<file path="src/rtl/instr_decode_stage_if.sv">
// Fetch-side and execute-side handshake bundle of the RV32I decode stage.
interface instr_decode_stage_if #(
    parameter int XLEN = 32
);
    logic            in_valid;
    logic            in_ready;
    logic [31:0]     in_instr;
    logic [XLEN-1:0] in_pc;
    logic            out_valid;
    logic            out_ready;
    logic [XLEN-1:0] out_pc;
    logic [10:0]     out_class;
    logic [4:0]      out_rd;
    logic [4:0]      out_rs1;
    logic [4:0]      out_rs2;
    logic [2:0]      out_funct3;
    logic            out_funct7b5;
    logic [XLEN-1:0] out_imm;
    logic            out_illegal;

    modport slave (
        input  in_valid, in_instr, in_pc, out_ready,
        output in_ready, out_valid, out_pc, out_class, out_rd,
        output out_rs1, out_rs2, out_funct3, out_funct7b5,
        output out_imm, out_illegal
    );

    modport master (
        output in_valid, in_instr, in_pc, out_ready,
        input  in_ready, out_valid, out_pc, out_class, out_rd,
        input  out_rs1, out_rs2, out_funct3, out_funct7b5,
        input  out_imm, out_illegal
    );
endinterface

</file>
<file path="src/rtl/instr_decode_stage.sv">
// Registered RV32I decode stage: classify, extract fields, build immediate,
// with an optional skid register so both handshake directions are flops.
module instr_decode_stage #(
    parameter int XLEN = 32,
    parameter bit SKID = 1'b1
) (
    input logic clk,
    input logic rst,
    input logic flush,
    instr_decode_stage_if.slave bus
);
    typedef struct packed {
        logic [XLEN-1:0] pc;
        logic [10:0]     cls;
        logic [4:0]      rd;
        logic [4:0]      rs1;
        logic [4:0]      rs2;
        logic [2:0]      funct3;
        logic            funct7b5;
        logic [XLEN-1:0] imm;
        logic            illegal;
    } bundleT;

    typedef enum logic [1:0] {
        OUT_EMPTY,
        OUT_FULL,
        BOTH_FULL
    } stateT;

    logic [31:0] instr;
    logic [6:0]  opcode;
    logic [6:0]  funct7;
    logic [2:0]  funct3;
    logic [10:0] rawCls;
    logic [10:0] cls;
    logic        legal;
    logic [31:0] imm32;
    logic        sgnImm;
    bundleT      dec;

    assign instr  = bus.in_instr;
    assign opcode = instr[6:0];
    assign funct3 = instr[14:12];
    assign funct7 = instr[31:25];

    always_comb begin
        rawCls     = '0;
        rawCls[0]  = opcode == 7'b0110011;
        rawCls[1]  = opcode == 7'b0010011;
        rawCls[2]  = opcode == 7'b1100111;
        rawCls[3]  = opcode == 7'b0000011;
        rawCls[4]  = opcode == 7'b0100011;
        rawCls[5]  = opcode == 7'b1100011;
        rawCls[6]  = opcode == 7'b0010111;
        rawCls[7]  = opcode == 7'b0110111;
        rawCls[8]  = opcode == 7'b1101111;
        rawCls[9]  = opcode == 7'b1110011;
        rawCls[10] = opcode == 7'b0001111;
    end

    // Unknown opcodes fall to default with rawCls all zero.
    always_comb begin
        legal = 1'b0;
        unique case (1'b1)
            rawCls[0]: legal = (funct7 == 7'h00) ||
                               (funct7 == 7'h20 &&
                                (funct3 == 3'b000 || funct3 == 3'b101));
            rawCls[1]: begin
                if (funct3 == 3'b001)
                    legal = funct7 == 7'h00;
                else if (funct3 == 3'b101)
                    legal = funct7 == 7'h00 || funct7 == 7'h20;
                else
                    legal = 1'b1;
            end
            rawCls[2]: legal = funct3 == 3'b000;
            rawCls[3]: legal = !(funct3 == 3'b011 || funct3[2:1] == 2'b11);
            rawCls[4]: legal = funct3 < 3'b011;
            rawCls[5]: legal = funct3[2:1] != 2'b01;
            default:   legal = |rawCls;
        endcase
    end

    assign cls = legal ? rawCls : '0;

    always_comb begin
        imm32  = '0;
        sgnImm = 1'b1;
        unique case (1'b1)
            cls[1], cls[2], cls[3]:
                imm32 = {{20{instr[31]}}, instr[31:20]};
            cls[4]:
                imm32 = {{20{instr[31]}}, instr[31:25], instr[11:7]};
            cls[5]:
                imm32 = {{19{instr[31]}}, instr[31], instr[7],
                         instr[30:25], instr[11:8], 1'b0};
            cls[6], cls[7]:
                imm32 = {instr[31:12], 12'b0};
            cls[8]:
                imm32 = {{11{instr[31]}}, instr[31], instr[19:12],
                         instr[20], instr[30:21], 1'b0};
            cls[9]: begin
                imm32  = {20'b0, instr[31:20]};
                sgnImm = 1'b0;
            end
            default: imm32 = '0;
        endcase
    end

    always_comb begin
        dec          = '0;
        dec.pc       = bus.in_pc;
        dec.cls      = cls;
        dec.rd       = (cls[4] | cls[5] | cls[10] | !legal) ? 5'd0 : instr[11:7];
        dec.rs1      = instr[19:15];
        dec.rs2      = instr[24:20];
        dec.funct3   = funct3;
        dec.funct7b5 = instr[30];
        dec.imm      = sgnImm ? XLEN'($signed(imm32)) : XLEN'(imm32);
        dec.illegal  = !legal;
    end

    stateT  state;
    stateT  nextState;
    bundleT outQ;
    bundleT skidQ;
    logic   readyQ;
    logic   outValid;
    logic   accept;
    logic   drain;
    logic   loadOut;
    logic   loadSkid;
    logic   outFromSkid;

    assign outValid = state != OUT_EMPTY;
    assign accept   = bus.in_valid && bus.in_ready;
    assign drain    = outValid && bus.out_ready;

    always_comb begin
        nextState   = state;
        loadOut     = 1'b0;
        loadSkid    = 1'b0;
        outFromSkid = 1'b0;
        unique case (state)
            OUT_EMPTY: begin
                if (accept) begin
                    loadOut   = 1'b1;
                    nextState = OUT_FULL;
                end
            end
            OUT_FULL: begin
                if (accept && drain) begin
                    loadOut = 1'b1;
                end else if (accept) begin
                    loadSkid  = 1'b1;
                    nextState = BOTH_FULL;
                end else if (drain) begin
                    nextState = OUT_EMPTY;
                end
            end
            BOTH_FULL: begin
                if (drain) begin
                    outFromSkid = 1'b1;
                    nextState   = OUT_FULL;
                end
            end
            default: nextState = OUT_EMPTY;
        endcase
        // A redirect kills everything held and anything arriving this cycle.
        if (flush) begin
            nextState   = OUT_EMPTY;
            loadOut     = 1'b0;
            loadSkid    = 1'b0;
            outFromSkid = 1'b0;
        end
    end

    always_ff @(posedge clk) begin
        if (rst) begin
            state  <= OUT_EMPTY;
            readyQ <= 1'b1;
            outQ   <= '0;
            skidQ  <= '0;
        end else begin
            state  <= nextState;
            readyQ <= nextState != BOTH_FULL;
            if (loadOut)
                outQ <= dec;
            else if (outFromSkid)
                outQ <= skidQ;
            if (loadSkid)
                skidQ <= dec;
        end
    end

    assign bus.in_ready = !rst &&
                          (SKID ? readyQ : (!outValid || bus.out_ready));

    assign bus.out_valid    = outValid;
    assign bus.out_pc       = outQ.pc;
    assign bus.out_class    = outQ.cls;
    assign bus.out_rd       = outQ.rd;
    assign bus.out_rs1      = outQ.rs1;
    assign bus.out_rs2      = outQ.rs2;
    assign bus.out_funct3   = outQ.funct3;
    assign bus.out_funct7b5 = outQ.funct7b5;
    assign bus.out_imm      = outQ.imm;
    assign bus.out_illegal  = outQ.illegal;
endmodule

</file>
<file path="src/flat_wrapper.sv">
// flat-port wrapper written by rule: the top's interface ports become plain ports
module instr_decode_stage_flat 
#(
    parameter int XLEN = 32,
    parameter bit SKID = 1'b1
)
  (clk, rst, flush, bus_in_valid, bus_in_instr, bus_in_pc, bus_out_ready, bus_in_ready, bus_out_valid, bus_out_pc, bus_out_class, bus_out_rd, bus_out_rs1, bus_out_rs2, bus_out_funct3, bus_out_funct7b5, bus_out_imm, bus_out_illegal);
  instr_decode_stage_if #(.XLEN(XLEN)) bus_i ();
  input logic clk;
  input logic rst;
  input logic flush;
  input wire logic [$bits(bus_i.in_valid)-1:0] bus_in_valid;
  input wire logic [$bits(bus_i.in_instr)-1:0] bus_in_instr;
  input wire logic [$bits(bus_i.in_pc)-1:0] bus_in_pc;
  input wire logic [$bits(bus_i.out_ready)-1:0] bus_out_ready;
  output wire logic [$bits(bus_i.in_ready)-1:0] bus_in_ready;
  output wire logic [$bits(bus_i.out_valid)-1:0] bus_out_valid;
  output wire logic [$bits(bus_i.out_pc)-1:0] bus_out_pc;
  output wire logic [$bits(bus_i.out_class)-1:0] bus_out_class;
  output wire logic [$bits(bus_i.out_rd)-1:0] bus_out_rd;
  output wire logic [$bits(bus_i.out_rs1)-1:0] bus_out_rs1;
  output wire logic [$bits(bus_i.out_rs2)-1:0] bus_out_rs2;
  output wire logic [$bits(bus_i.out_funct3)-1:0] bus_out_funct3;
  output wire logic [$bits(bus_i.out_funct7b5)-1:0] bus_out_funct7b5;
  output wire logic [$bits(bus_i.out_imm)-1:0] bus_out_imm;
  output wire logic [$bits(bus_i.out_illegal)-1:0] bus_out_illegal;
  assign bus_i.in_valid = bus_in_valid;
  assign bus_i.in_instr = bus_in_instr;
  assign bus_i.in_pc = bus_in_pc;
  assign bus_i.out_ready = bus_out_ready;
  assign bus_in_ready = bus_i.in_ready;
  assign bus_out_valid = bus_i.out_valid;
  assign bus_out_pc = bus_i.out_pc;
  assign bus_out_class = bus_i.out_class;
  assign bus_out_rd = bus_i.out_rd;
  assign bus_out_rs1 = bus_i.out_rs1;
  assign bus_out_rs2 = bus_i.out_rs2;
  assign bus_out_funct3 = bus_i.out_funct3;
  assign bus_out_funct7b5 = bus_i.out_funct7b5;
  assign bus_out_imm = bus_i.out_imm;
  assign bus_out_illegal = bus_i.out_illegal;
  instr_decode_stage #(.XLEN(XLEN), .SKID(SKID)) u_core (.clk(clk), .rst(rst), .flush(flush), .bus(bus_i));
endmodule
</file>
<file path="config.mk">
export PLATFORM = sky130hd
export DESIGN_NAME = instr_decode_stage_flat
export DESIGN_NICKNAME = d
export VERILOG_FILES = /design/src/rtl/instr_decode_stage_if.sv /design/src/rtl/instr_decode_stage.sv /design/src/flat_wrapper.sv
export SDC_FILE = /design/constraint.sdc
export NUM_CORES = 1
export LEC_CHECK = 0
export BUFFER_PORTS_ARGS = -buffer_cell sky130_fd_sc_hd__buf_2
export CELL_PAD_IN_SITES_DETAIL_PLACEMENT = 1
export CELL_PAD_IN_SITES_GLOBAL_PLACEMENT = 1
export CORE_MARGIN = 3
export CORE_UTILIZATION = 30
export CTS_BUF_LIST = sky130_fd_sc_hd__clkbuf_8
export CTS_CLUSTER_DIAMETER = 60
export DETAILED_ROUTE_END_ITERATION = 10
export GPL_TIMING_DRIVEN = 0
export MAX_ROUTING_LAYER = met4
export PLACE_DENSITY = 0.68
export SYNTH_ARGS = -nofsm -noshare
export SYNTH_HDL_FRONTEND = slang
export SYNTH_SLANG_ARGS = --single-unit
export TNS_END_PERCENT = 50
</file>
<file path="constraint.sdc">
create_clock -name clk -period 3.66 [get_ports clk]
set_input_delay 0.549 -clock clk [delete_from_list [all_inputs] [get_ports clk]]
set_output_delay 0.549 -clock clk [all_outputs]
set_load 0.01 [all_outputs]
</file>
# After elaboration in Yosys (flattened, before gate mapping)
# Index checks and enable logic that the tools add are counted.
[word_totals]
reg_bits = 193
inputBits = 69
output_inout_bits = 97
[classes]
magnitude_cmp = 1
eq_ne = 20
muxes = 25
bitwise_logic = 3
n_reduce_logical = 20
[op_table]
columns = ["op", "count"]
rows = [
  ["32-bit one-hot mux with 6 select lines", 1],
  ["95-bit two-way mux", 2],
  ["7-bit by 6-bit == test with 1-bit output (second input constant)", 4],
  ["7-bit == test (second input constant)", 4],
  ["7-bit by 5-bit == test with 1-bit output (second input constant)", 2],
  ["2-bit two-way mux", 6],
  ["1-bit two-way mux", 11],
  ["11-bit two-way mux", 1],
  ["11-bit OR reduction", 1],
  ["7-bit by 2-bit == test with 1-bit output (second input constant)", 1],
  ["7-bit by 4-bit == test with 1-bit output (second input constant)", 1],
  ["7-bit zero test", 1],
  ["1-bit one-hot mux with 6 select lines", 1],
  ["2-bit one-hot mux with 3 select lines", 1],
  ["1-bit logical AND", 5],
  ["5-bit two-way mux", 1],
  ["2-bit == test (second input constant)", 2],
  ["1-bit logical OR", 4],
  ["2-bit nonzero test", 2],
  ["3-bit by 1-bit == test with 1-bit output (second input constant)", 1],
  ["3-bit by 2-bit == test with 1-bit output (second input constant)", 1],
  ["3-bit == test (second input constant)", 1],
  ["1-bit zero test", 3],
  ["3-bit zero test", 1],
  ["other kinds (9)", 11],
]

# Longest topological paths before layout
# Gate-level depths: netlist of run 1.
[depth]
depth_word = 11
ltp_mapped = 9

# Worst setup path before layout of run 1
# OpenSTA, ideal clock, no wires.
[synth_timing]
path_kind = "in2reg"
from = "in bus_in_instr[12]"
to = "reg u_core.skidQ[10] (netlist name)"
setup_time_ns = 0.117
arrival_ns = 2.057
required_ns = 3.543
slack_ns = 1.486
cell_stages = 7
n_path_buf = 1
path_cell_list = "clkbuf_8 nand2b_2 or2b_2 a21boi_4 o211ai_4 or2b_2 a32o_1"
[synth_between]
elab_chain_len = 8
[synth_lines]
columns = ["element", "line_no", "text"]
rows = [
  ["start: declaration", "flat_wrapper.sv:13", "input wire logic [$bits(bus_i.in_instr)-1:0] bus_in_instr;"],
  ["3-bit == test or 3-bit zero test (tied branches)", "instr_decode_stage.sv:67, instr_decode_stage.sv:71, instr_decode_stage.sv:76", ""],
  ["1-bit logical OR", "instr_decode_stage.sv:67", "(funct3 == 3'b000 || funct3 == 3'b101));"],
  ["1-bit logical AND", "instr_decode_stage.sv:66", "(funct7 == 7'h20 &&"],
  ["1-bit logical OR", "instr_decode_stage.sv:65", "rawCls[0]: legal = (funct7 == 7'h00) ||"],
  ["1-bit one-hot mux with 6 select lines *", "instr_decode_stage.sv:64", "unique case (1'b1)"],
  ["11-bit two-way mux *", "instr_decode_stage.sv:84", "assign cls = legal ? rawCls : '0;"],
  ["3-bit OR reduction or 2-bit OR reduction (tied branches)", "instr_decode_stage.sv:89", "unique case (1'b1)"],
  ["32-bit one-hot mux with 6 select lines *", "instr_decode_stage.sv:89", ""],
  ["end signal: assignment", "instr_decode_stage.sv:183", "skidQ <= '0;"],
  ["end signal: assignment", "instr_decode_stage.sv:192", "skidQ <= dec;"],
  ["end: declaration", "instr_decode_stage.sv:126", "bundleT skidQ;"],
]
# Mark *: on every way between the ends. The rest lies on a longest branch, timed or not.
# A chain may end at the register's enable or synchronous reset.

# Final worst setup path of run 1
[layout_timing]
from = "reg u_core.state[1]"
to = "reg u_core.skidQ[53] (netlist name)"
[layout_between]
elab_chain_len = 6
[layout_lines]
columns = ["element", "line_no", "text"]
rows = [
  ["start: declaration", "instr_decode_stage.sv:123", "stateT state;"],
  ["start signal: assignment", "instr_decode_stage.sv:185", "state <= nextState;"],
  ["2-bit nonzero test", "instr_decode_stage.sv:135", "assign outValid = state != OUT_EMPTY;"],
  ["1-bit logical AND", "instr_decode_stage.sv:137", "assign drain = outValid && bus.out_ready;"],
  ["1-bit logical AND", "instr_decode_stage.sv:152", "if (accept && drain) begin"],
  ["1-bit two-way mux", "instr_decode_stage.sv:152", ""],
  ["1-bit two-way mux *", "instr_decode_stage.sv:144", "unique case (state)"],
  ["1-bit two-way mux *", "instr_decode_stage.sv:170", "if (flush) begin"],
]
# Marks and branches as above.

==> impl_results.md, run 1 <==
- Hold path endpoint: u_core.skidQ[67]
- Setup Viol. Count Final: 0
- Mapped Nets: roughly 1100
- Pin count of the biggest net entering global routing: 19
- Post-DP HPWL: 23200 µm
- Kind of critical path: flop to flop
- Hold Crit Start: bus_in_pc[4]
- Hold path depth: 3
- Post-Syn Area: ~0.0084 mm²
- Post-synth EDFFs: 0
- GP Congestion: 0.909
- IO Pins: 166
- Layout area overhead: 20.1%
- Resized Gates After CTS: 0
- # hold bufs at CTS: 0
- Synth warn: 0
- CTS tree: built
- Commonest non-fill, non-tap cell in the layout: nand2_1
- RSZ-0062 raised after global routing: false
- Global route total overflow: 0
- Vias per cell: about 5.2
- Total CTS buffers: 17
- TritonRoute pass-1 iters: 4
- CTS sink cnt: approximately 190
- GRT Util Overall: 21.2%
- DRC Markers: 0
- Worst Tran Pin Value: ~1300 ps
- Setup Slack @ Placement: 611 ps
- Setup Fix Bufs, Post-CTS: 0
- Share of post-route cells with drive strength above 1: 21.5%
- DP Cell Count: around 1500
- CTS max path bufs: 2
- RR Endpoint: u_core.skidQ[53]
- CP required: approximately 4100 ps
- Setup TNS: 0 ps
- Clock Latency Late Sink: about 490 ps
- Worst-path clk slew: about 120 ps
- First-pass GRT wire length: 48800 µm
- Most frequent cells in the layout: 267 x nand2_1, 193 x dfxtp_1, 167 x buf_2
- Most common flop cell mapped by yosys: dfxtp_1
- Largest vdd supply drop: between 0.0002 and 0.00025 V
- Initial Utilization: a little under a third
- R2R cell count: 6
- #FFs+latches synth: slightly below 200
- Synthesized instance count: between 1000 and 1500
- WL final: 31600 µm
- Non-filler cells, final: 1572
- Antenna viol nets, final: 0
- Clock skew: 16.9 ps
- Max-cap violations: 0
- FF/Latch Area: roughly 0.0039 mm²
- Worst r2r src: u_core.state[1]
- Worst R2R Setup Slack: roughly 930 ps
- Max-slew headroom: about an eighth
- Hold Slack: 301 ps
- CORE AREA: 0.0273 mm²
- Largest stage delay, worst path: 1010 ps
- Row count: 60
- Routed length per instance: about 20 µm
- Initial antenna violation count: 1
- Slowest CP cell: nor3_1
- Slew Limit Fails: 0
- Total number of vias: 8199
- Synth Area per Inst: around 8.4 µm²
- Power, Total: 4.01 mW
- Fin nets: about 1300
- Setup WS post-layout: 929 ps
- Async set-reset flop share out of synthesis: 0%
- CP startpoint kind: flop
- 1st-iter DRT viols: 503
- Core Util, Final: about 37%
- Crit-path max FO: 10
- Worst Path Arrival: 3140 ps
- Die ar.: 0.0300 mm²
- Share of the clock period used by the worst path: between 70% and 80%
- Die Ht: 173 µm
- Setup crit end kind: flop
- Synth cell types: between 60 and 70
- Status: finished clean
- Placed instance area: about 0.0097 mm²
- Fin crit period: approximately 2700 ps
- Sequential area share after synthesis: between 40% and 50%
- CP Cell Sequence: nand4bb_1 > clkbuf_1 > nor3_1 > clkbuf_1 > nand2_1 > a21oi_1
- Die Wd: 173 µm
- P_leak: around 3.9 nW
- Vias in the first global route: a little over 8000
- Worst path most repeated cell: clkbuf_1
- Max Fclk: 366 MHz
- # port buffers: approximately 160
- Design Area, Final: slightly above 0.01 mm²
- Hold WC Path Type: primary input to flop
- # fillers: ~3300
- Area taken by multi-input logic gates: approximately 0.0041 mm²
- Root Driver: clkbuf_8
- Final Hold Fails: 0
- PD cells: between 300 and 400 mW/mm²
- # H-tree levels: 4
==> synthesized netlist by cell type (all sizes together) (12+ instances only) <==
| cell type | count | area share [%] |
|---|---|---|
| a221oi | 21 | 3.5 |
| buf | 17 | 1.2 |
| clkbuf | 70 | 4.0 |
| nand2 | 268 | 12 |
| mux2i | 28 | 3.3 |
| nor2 | 85 | 3.8 |
| a31oi | 12 | 0.89 |
| a21oi | 114 | 7.1 |
| o21ai | 12 | 0.85 |
| dfxtp | 193 | 46 |
| o21bai | 15 | 1.3 |
| a311oi | 48 | 5.0 |
==> area by class of cell <==
type                    count  share of cell area (%)
well taps                 372                    4.61
clock buffers              18                    2.45
repair buffers            164                    8.19
flip-flops and latches    193                    38.3
diodes                      1                  0.0248
multi-input cells         717                    40.4
inverters                   5                   0.186
clock inverters            14                    1.43
plain buffers              88                    4.41
==> critical path, delay by kind of cell, from the launching register on <==
kind                   cells  cell delay, ps
buffers and inverters      2             810
AOI/OAI and AO/OA          1             170
DFF                        1             360
and+or+nand+nor            3            1320
==> sequential cells by signal, indices dropped and copies added, names as in the netlist <==
signal / flops
u_core.skidQ: 95
u_core.bus.out_imm: 32
u_core.bus.out_pc: 32
u_core.bus.out_class: 11
u_core.bus.out_rd: 5
u_core.bus.out_rs1: 5
u_core.bus.out_rs2: 5
u_core.bus.out_funct3: 3
u_core.state: 2
u_core.bus.out_funct7b5: 1
u_core.bus.out_illegal: 1
u_core.readyQ: 1
==> power breakdown <==
part / internal (mW) / total [mW] / switching [mW] / leakage [nW]
Sequential: 2.15 / 2.17 / 0.0280 / 1.56
Clock: 0.580 / 1.45 / 0.873 / 0.186
Combinational: 0.137 / 0.384 / 0.247 / 2.19
==> layer usage <==
metal / track usage (%) / vias to the layer above / share of wire (%)
met5: - / - / 0
met4: 4.05 / 0 / 1.0
met3: 4.38 / 23 / 5.8
met2: 33.6 / 242 / 47
met1: 28.3 / 4038 / 47
li1: - / 3896 / -
==> worst max-delay path by stage <==
stage                                   to  slack [ps]              from  depth (start not counted)
final                     u_core.skidQ[53]         930   u_core.state[1]                          6
after global placement    u_core.skidQ[55]         650               rst                          7
after floorplan           u_core.skidQ[10]        1490  bus_in_instr[12]                          7
after CTS                 u_core.skidQ[53]         970   u_core.state[1]                          6
after global routing      u_core.skidQ[14]         700   u_core.state[1]                          6
after detailed placement  u_core.skidQ[53]         610               rst                          7
==> cells by family (layout without fill, tap and decap cells) <==
group,after synthesis,count (layout),synth area share [%]
compound gates,275,275,24.2
xor+xnor,2,2,0.209
buf+inv,93,289,5.53
flops,193,193,46.0
mux,28,28,3.34
other cells,0,1,0
simple gates,412,412,20.7
(Power assumes the default switching activity.)
==> run 2: changes to the inputs <==
--- a/config.mk
+++ b/config.mk
@@ -15,7 +15,7 @@
 export DETAILED_ROUTE_END_ITERATION = 10
 export GPL_TIMING_DRIVEN = 0
 export MAX_ROUTING_LAYER = met4
-export PLACE_DENSITY = 0.68
+export PLACE_DENSITY = 0.7
 export SYNTH_ARGS = -nofsm -noshare
 export SYNTH_HDL_FRONTEND = slang
 export SYNTH_SLANG_ARGS = --single-unit
==> constraint.sdc (replaced) <==
create_clock -name clk -period 2.2 [get_ports clk]
set_input_delay 0.33 -clock clk [delete_from_list [all_inputs] [get_ports clk]]
set_output_delay 0.33 -clock clk [all_outputs]
set_load 0.01 [all_outputs]
==> impl_results.md, run 2 (synthesis results as in run 1) <==
- Status: finished clean
- Layout area overhead: 21.2%
- Fin nets: 1254 (-0.080%)
- CP Launch Point: u_core.state[1]
- CP required: 2590 ps (-1480 ps)
- Placed instance area: 0.00970 mm² (unchanged)
- Slew Limit Fails: 0 (unchanged)
- Die ar.: 0.0300 mm² (unchanged)
- CTS max path bufs: 2 (unchanged)
- 1st-iter DRT viols: 608 (+21%)
- Vias in the first global route: 8192 (-0.61%)
- Routed length per instance: 20.1 µm (about the same)
- Setup Viol. Count Final: 0 (unchanged)
- Share of post-route cells with drive strength above 1: 24.9% (+3.4 points)
- Design Area, Final: 0.0102 mm² (+0.90%)
- Die Wd: 173 µm (unchanged)
- Hold Crit Start: bus_in_pc[23]
- RSZ-0062 raised after global routing: true
- PD cells: 655 mW/mm² (+65%)
- CTS sink cnt: 193 (unchanged)
- Antenna viol nets, final: 0 (unchanged)
- Vias per cell: 5.21 (about the same)
- Total number of vias: 8187 (-0.15%)
- Pin count of the biggest net entering global routing: 19 (unchanged)
- Largest vdd supply drop: 0.000288 V (+16%)
- Initial Utilization: 30.8% (unchanged)
- First-pass GRT wire length: 48400 µm (-0.95%)
- TritonRoute pass-1 iters: 5 (+1)
- Total CTS buffers: 17 (unchanged)
- Buf/Inv on CP: 2 (unchanged)
- Fin crit period: 2060 ps (-675 ps)
- Slowest CP cell: dfxtp_1
- Max-slew headroom: 49.2% (+36 points)
- Hold WC Path Type: primary input to flop
- Worst-path clk slew: 110 ps (about the same)
- Share of the clock period used by the worst path: 93.5% (+19 points)
- GRT Util Overall: 21.0% (-0.27 points)
- Setup crit end kind: flop
- Root Driver: clkbuf_8
- CTS tree: built
- WL final: 31600 µm (about the same)
- Final Hold Fails: 0 (unchanged)
- Worst Tran Pin Value: 762 ps (-533 ps)
- Initial antenna violation count: 1 (unchanged)
- CP Cell Sequence: nand3b_1 > nor2_2 > buf_2 > clkbuf_2 > nand2_1 > a311oi_1
- Post-DP HPWL: 23300 µm (+0.23%)
- # H-tree levels: 4 (unchanged)
- Top reg by flops: u_core.skidQ
- Crit-path max FO: 10 (unchanged)
- Kind of critical path: flop to flop
- Setup Fix Bufs, Post-CTS: 0 (unchanged)
- Worst r2r src: u_core.state[1]
- CORE AREA: 0.0273 mm² (unchanged)
- # port buffers: 163 (unchanged)
- Row count: 60 (unchanged)
- DRC Markers: 0 (unchanged)
- IO Pins: 166 (unchanged)
- P_leak: 4.05 nW (+2.8%)
- Max-cap violations: 0 (unchanged)
- Worst Path Arrival: 2450 ps (-690 ps)
- CP startpoint kind: flop
- Max Fclk: 486 MHz (+33%)
- Family with the most delay on the worst path: buffers and inverters
- Clock skew: 12.6 ps (-4.35 ps)
- # hold bufs at CTS: 0 (unchanged)
- # fillers: 3324 (-0.63%)
- Core Util, Final: 37.4% (+0.34 points)
- Max FFs per register: 95 (unchanged)
- GP Congestion: 0.902 (-0.75%)
- Commonest non-fill, non-tap cell in the layout: nand2_1
- Global route total overflow: 0 (unchanged)
- Clock Latency Late Sink: 480 ps (about the same)
- Largest stage delay, worst path: 420 ps (-590 ps)
- Most frequent cells in the layout: 267 x nand2_1, 193 x dfxtp_1, 173 x buf_2
- Die Ht: 173 µm (unchanged)
==> run 2: per-layer routing <==
metal  vias to the layer above  track usage, %  wire (µm)
met5                         -               -          0
met4                         0            4.29        469
met3                        35            4.23       1810
met2                       215            33.2      14700
met1                      4039            27.9      14600
li1                       3898               -          -
==> run 2: final timing paths <==
kind         slack [ps]                     to  depth (start not counted)
min reg2reg         460       u_core.skidQ[33]                          2
max reg2reg         140  u_core.bus.out_rs2[3]                          6
min                  90       u_core.skidQ[86]                          3
max                 140  u_core.bus.out_rs2[3]                          6
==> run 2: layout make-up <==
type / count / area [µm²] / share of cell area [%]
plain buffers: 87 / 490 / 4.82
diodes: 1 / 2.50 / 0.0246
well taps: 372 / 465 / 4.57
clock buffers: 18 / 248 / 2.43
clock inverters: 14 / 144 / 1.41
multi-input cells: 717 / 4120 / 40.5
flip-flops and latches: 193 / 3860 / 37.9
inverters: 5 / 18.8 / 0.184
repair buffers: 164 / 827 / 8.12
==> run 2: what timing repair did <==
item                                    4_1_cts  5_1_grt
pin swaps                                     0        1
endpoints found under the setup margin      180      152
resized for setup                            29       28
==> run 2: worst min-delay path, cell delays in order <==
cell and delay [ps]:
buf_2 100, nand2_1 50, a21oi_1 50
==> run 2: through the flow <==
stage | setup TNS [ps] | hold slack (ps) | total power, mW | setup slack (ps) | cells
2_1_floorplan | 0 | 424 | 4.01 | 245 | 1003
3_3_place_gp | -68650 | 438 | 4.32 | -580 | 1538
3_5_place_dp | -81490 | 444 | 4.33 | -702 | 1539
4_1_cts | -10.5 | 69.9 | 6.71 | -10.5 | 1571
5_1_grt | -25.4 | 72.2 | 6.92 | -16.7 | 1571
6_report | 0 | 90.3 | 6.67 | 143 | 1571
==> run 2: power breakdown <==
group          switching [mW]  internal [mW]  leakage [nW]
Combinational           0.412          0.234          2.30
Clock                    1.44          0.968         0.193
Sequential             0.0451           3.57          1.56
